## config.mk

```make
export PLATFORM = sky130hd
export DESIGN_NAME = alu_pipe
export DESIGN_NICKNAME = d
export VERILOG_FILES = /design/src/rtl/alu_pipe.sv
export SDC_FILE = /design/constraint.sdc
export NUM_CORES = 1
export LEC_CHECK = 0
export ABC_AREA = 1
export CAP_MARGIN = 20
export CELL_PAD_IN_SITES_DETAIL_PLACEMENT = 0
export CELL_PAD_IN_SITES_GLOBAL_PLACEMENT = 1
export CORE_MARGIN = 2
export CORE_UTILIZATION = 46
export CTS_CLUSTER_DIAMETER = 200
export DETAILED_ROUTE_END_ITERATION = 8
export DONT_BUFFER_PORTS = 1
export PLACE_DENSITY_LB_ADDON = 0.1
export SLEW_MARGIN = 25
export SYNTH_ARGS = -nofsm -noshare
export SYNTH_HDL_FRONTEND = slang
export SYNTH_SLANG_ARGS = --single-unit
```

## constraint.sdc

```tcl
create_clock -name clk -period 2.8 [get_ports clk]
set_input_delay 0.56 -clock clk [delete_from_list [all_inputs] [get_ports clk]]
set_output_delay 0.56 -clock clk [all_outputs]
set_load 0.05 [all_outputs]
```

## src/rtl/alu_pipe.sv

```systemverilog
// alu_pipe: registered ALU with valid/ready handshakes and an iterative shift-add multiplier
module alu_pipe #(
  parameter int WIDTH  = 32,
  parameter bit MUL_EN = 1'b1
) (
  input  logic             clk,
  input  logic             reset,
  input  logic             in_valid,
  output logic             in_ready,
  input  logic [3:0]       alu_op,
  input  logic [WIDTH-1:0] a,
  input  logic [WIDTH-1:0] b,
  output logic             out_valid,
  input  logic             out_ready,
  output logic [WIDTH-1:0] result,
  output logic             zero,
  output logic             unknown_op
);
  localparam int SW = $clog2(WIDTH);
  localparam int CW = SW + 1;
  localparam logic [0:0] IDLE     = 1'b0;
  localparam logic [0:0] MUL_BUSY = 1'b1;
  logic [0:0]       state;
  logic [WIDTH-1:0] a_sh, b_sh, acc, acc_nxt, alu_res;
  logic [CW-1:0]    cnt;
  logic [SW-1:0]    shamt;
  logic             alu_unk, is_mul, accept;
  assign shamt    = b[SW-1:0];
  assign is_mul   = MUL_EN && alu_op == 4'd12;
  assign in_ready = state == IDLE && (!out_valid || out_ready);
  assign accept   = in_valid && in_ready;
  assign acc_nxt  = b_sh[0] ? acc + a_sh : acc;
  always_comb begin
    alu_res = '0;
    alu_unk = 1'b0;
    case (alu_op)
      4'd0:  alu_res = a & b;
      4'd1:  alu_res = a | b;
      4'd2:  alu_res = a + b;
      4'd3:  alu_res = a - b;
      4'd4:  alu_res = {{(WIDTH-1){1'b0}}, a == b};
      4'd5:  alu_res = a;
      4'd6:  alu_res = a ^ b;
      4'd7:  alu_res = a << shamt;
      4'd8:  alu_res = a >> shamt;
      4'd9:  alu_res = $signed(a) >>> shamt;
      4'd10: alu_res = {{(WIDTH-1){1'b0}}, $signed(a) < $signed(b)};
      4'd11: alu_res = {{(WIDTH-1){1'b0}}, a < b};
      default: alu_unk = 1'b1;
    endcase
  end
  // MUL retires on the step that takes cnt from 1 to 0, so the sum of that step goes straight out
  always_ff @(posedge clk or negedge reset) begin
    if (!reset) begin
      state      <= IDLE;
      out_valid  <= 1'b0;
      result     <= '0;
      zero       <= 1'b1;
      unknown_op <= 1'b0;
      a_sh       <= '0;
      b_sh       <= '0;
      acc        <= '0;
      cnt        <= '0;
    end else if (state == MUL_BUSY) begin
      acc  <= acc_nxt;
      a_sh <= a_sh << 1;
      b_sh <= b_sh >> 1;
      cnt  <= cnt - CW'(1);
      if (cnt == CW'(1)) begin
        state      <= IDLE;
        result     <= acc_nxt;
        zero       <= acc_nxt == '0;
        unknown_op <= 1'b0;
        out_valid  <= 1'b1;
      end
    end else if (accept && is_mul) begin
      state     <= MUL_BUSY;
      a_sh      <= a;
      b_sh      <= b;
      acc       <= '0;
      cnt       <= CW'(WIDTH);
      out_valid <= 1'b0;
    end else if (accept) begin
      result     <= alu_res;
      zero       <= alu_res == '0;
      unknown_op <= alu_unk;
      out_valid  <= 1'b1;
    end else if (out_ready) begin
      out_valid <= 1'b0;
    end
  end
endmodule

```

==> impl_metrics.yaml <==
global_routing:
  gr-total-overflow: 0
  grt_antenna_before_repair: 6
  grt_max_degree: 139
  grt_use_total_pct: 45.26
  grt_pass1_vias: 23200
  grt_pass1_wl_mm: 139.5
power_and_ir_drop:
  seq_power_share_pct: 22.3
  p_switching_mw: 11.29
  clkPwrFrac_pct: 11.4
  vdd_ir_drop_max_mv: 0.5257
  netSwitchingFraction_pct: 54.30
  p_per_area_mw_per_mm2: 904.1
  p_leak_nw: 11.92
  intPower_mw: 9.504
  combPwrFrac_pct: 66.3
  fin_total_pwr_mw: 20.80
yosys:
  synth_area_leader_cell: "nand2_1"
  async_flop_share_pct: 100.0
  synth_fp_nets: 3398
  ys_warn_count: 0
  synth_top_area_share_pct: 20.07
  synth_ff_type: "dfrtp_1"
  synth_enable_flop_cells: 0
  postSynthAreaPerCell_sq_um: 5.676
  synth_seq_cells: 138
  netlist_instances: 3190
  synth.cell_area_sq_mm: 0.01811
  synth_area_leaders: "nand2_1 (20%), dfrtp_1 (19%), nand3_1 (15%)"
  synth_top_cells_by_count: "nand2_1 (968), nand3_1 (554), nor2_1 (380)"
  yosysSeqAreaShare_pct: 19.08
  ys_types: 45
  yosysMostFrequentCell: "nand2_1"
critical_path:
  cp_data_required_time_ns: 3.21
  cp_max_fo: 7
  cp-end-kind: "register"
  worstPathArrival_ns: 3.19
  worst-setup-path-type: "reg -> reg"
  worstSetupStartpointType: "register"
  reg2reg_slack_ns: 0.02
place:
  dpl_cell_area_sq_mm: 0.02187
  dp_hpwl_mm: 75.81
  place_congestion: 1.120
  post-place-ws_ns: -0.5372
  port_buffers: 0
timing:
  worst_slack_ns: 0.02225
  fin_skew_ns: 0.01971
  rsz0062_at_grt: "yes"
  min_period_over_period_pct: 99.21
  relSlewSlack_pct: 46.54
  finalHoldViolations: 137
  fmax_mhz: 360.0
  timing.hold.ws_ns: -0.2410
  setup_viol: 0
  worst_pin_slew_ns: 0.7989
  drv_slew: 0
  period_needed_ns: 2.778
detailed_routing:
  routedWlPerCell_um: 23.06
  vias: 24560
  vias_per_cell: 6.014
  drt_iter0_markers: 3378
  dr.pass1.iters: 8
  antenna_left: 0
  totalWireLength_mm: 94.17
  drc_errors: 0
clocking:
  clk_latency_ns: 0.49
  clock_sinks: 138
  cts-buffers-inserted: 17
  h-tree-depth: 4
  cts_tree: "yes"
  path_clk_slew_ns: 0.08
  clock-root-buffer: "clkbuf_16"
  cts_buffer_depth: 2
floorplanning:
  die_x_um: 202.4
  fp.coreArea_sq_mm: 0.03874
  die_y_um: 202.4
  die_area_sq_mm: 0.04096
  rows: 72
  initial_core_util_pct: 46.74
  ios: 108
finish:
  nNetsFinal: 3758
  drive_gt1_share_pct: 18.58
  syn_to_final_growth_pct: 27.04
  fin_area_sq_mm: 0.02300
outcome:
  outcome: "complete, but fails checks"
  violations: "hold timing"
hold_path:
  worstHoldPathType: "in -> async"
flow_run:
  drv_cap: 0
path summary, 6_finish.rpt:
kind,start,to,cells past startpoint
worst max-delay path,acc[2],result[27],16
worst min-delay path,reset,b_sh[13],0
worst max register to register,acc[2],result[27],16
worst min register to register,b_sh[23],b_sh[23],2
max in group asynchronous,reset,b_sh[21],0
min in group clk,b[13],b_sh[13],2
cell usage in the layout (no fill, tap or decap), types with 5 or more instances in the layout:
| cell type | synthesis | final |
|---|---|---|
| nand2_1 | 968 | 948 |
| nand3_1 | 554 | 539 |
| buf_4 | 10 | 466 |
| nor2_1 | 380 | 345 |
| inv_1 | 327 | 325 |
| dfrtp_1 | 137 | 135 |
| a21oi_1 | 143 | 128 |
| ha_1 | 133 | 104 |
| o21ai_0 | 113 | 103 |
| o22ai_1 | 79 | 79 |
| nor2_2 | 4 | 34 |
| nand4_1 | 33 | 33 |
| nor3_1 | 38 | 32 |
| nand2_2 | 3 | 23 |
| clkbuf_16 | 0 | 17 |
| a21oi_2 | 1 | 16 |
| o211ai_1 | 16 | 16 |
| a221oi_1 | 16 | 16 |
| ha_2 | 0 | 15 |
| nand3_2 | 0 | 14 |
| o21a_1 | 14 | 14 |
| ha_4 | 0 | 14 |
| o21bai_1 | 13 | 13 |
| inv_2 | 10 | 12 |
| o21ai_1 | 2 | 11 |
| buf_12 | 0 | 11 |
| nand3b_1 | 9 | 9 |
| a2bb2oi_1 | 8 | 8 |
| a21boi_0 | 9 | 8 |
| or2_2 | 6 | 6 |
| nor3_2 | 0 | 6 |
| o2111ai_1 | 5 | 5 |
| nor2_4 | 0 | 5 |
per-layer routing:
layer  share of wire (%)  up-vias  track usage, %  routed length, um
li1                    -    11260               -                  -
met1                  38    11380           55.29              36000
met2                  44     1513           71.80              41020
met3                  10      398           10.75               9833
met4                 7.7        6           28.34               7277
met5               0.042        -               0                 40
stage by stage:
step	util, %	cells	setup TNS, ns
finish	59.38	4084	0
global placement	56.45	4047	-3.976
detailed placement	56.45	4047	-3.955
floorplan	-	3190	0
CTS	58.03	4079	0
global route	59.36	4081	-0.1520
power groups by stage:
| stage | clock network [mW] | logic [mW] | registers, mW |
|---|---|---|---|
| after global placement | 0 | 12.3 | 4.51 |
| after floorplan | 0 | 7.91 | 4.28 |
| after CTS | 2.37 | 12.6 | 4.52 |
| after global routing | 2.44 | 15.1 | 4.72 |
| after detailed placement | 0 | 12.5 | 4.54 |
| final | 2.37 | 13.8 | 4.63 |
sequential cells by signal (all words and copies together) (netlist names):
register    count
b_sh           32
a_sh           32
zero            1
out_valid       1
cnt             6
acc            32
result         32
state           1
unknown_op      1
cell type report:
class,count,area [sq um]
Timing Repair Buffer,477,3719
Multi-Input combinational cell,2578,13330
Sequential cell,138,3457
Fill cell,3901,15740
Clock buffer,20,446.7
Antenna cell,3,7.507
Inverter,338,1269
Tap cell,518,648.1
Clock inverter,12,130.1
cell families (layout without fill, tap and decap cells):
kind of cell	after synthesis	count (layout)	synth area share, %
AO/OA/AOI/OAI	430	430	13.92
XOR/XNOR	9	9	0.4353
adder cells (fa/ha/maj)	136	136	9.523
buffers and inverters	474	847	10.49
flip-flops	138	138	19.08
other	0	3	0
AND/OR/NAND/NOR	2003	2003	46.55
repair_timing:
item                                    4_1_cts  5_1_grt
buffers inserted                              0        2
resized for setup                            11      127
endpoints found under the setup margin        4       12
endpoints found under the hold margin       138      137
pin swaps                                     5       12
critical path, cell delays in order, from the launching register on:
cell and delay [ns]:
dfrtp_1 0.43, ha_4 0.32, nand2_1 0.06, nand2_1 0.08, inv_1 0.06, nand2_2 0.12
nand2_1 0.13, nand2_2 0.16, nand2_1 0.11, nand2_2 0.10, nand4_1 0.18, a21o_1 0.23
nand3_1 0.05, o21ai_0 0.12, or2_2 0.36, nand3_1 0.08, o21a_1 0.12
Power figures use the tool's default switching activity.
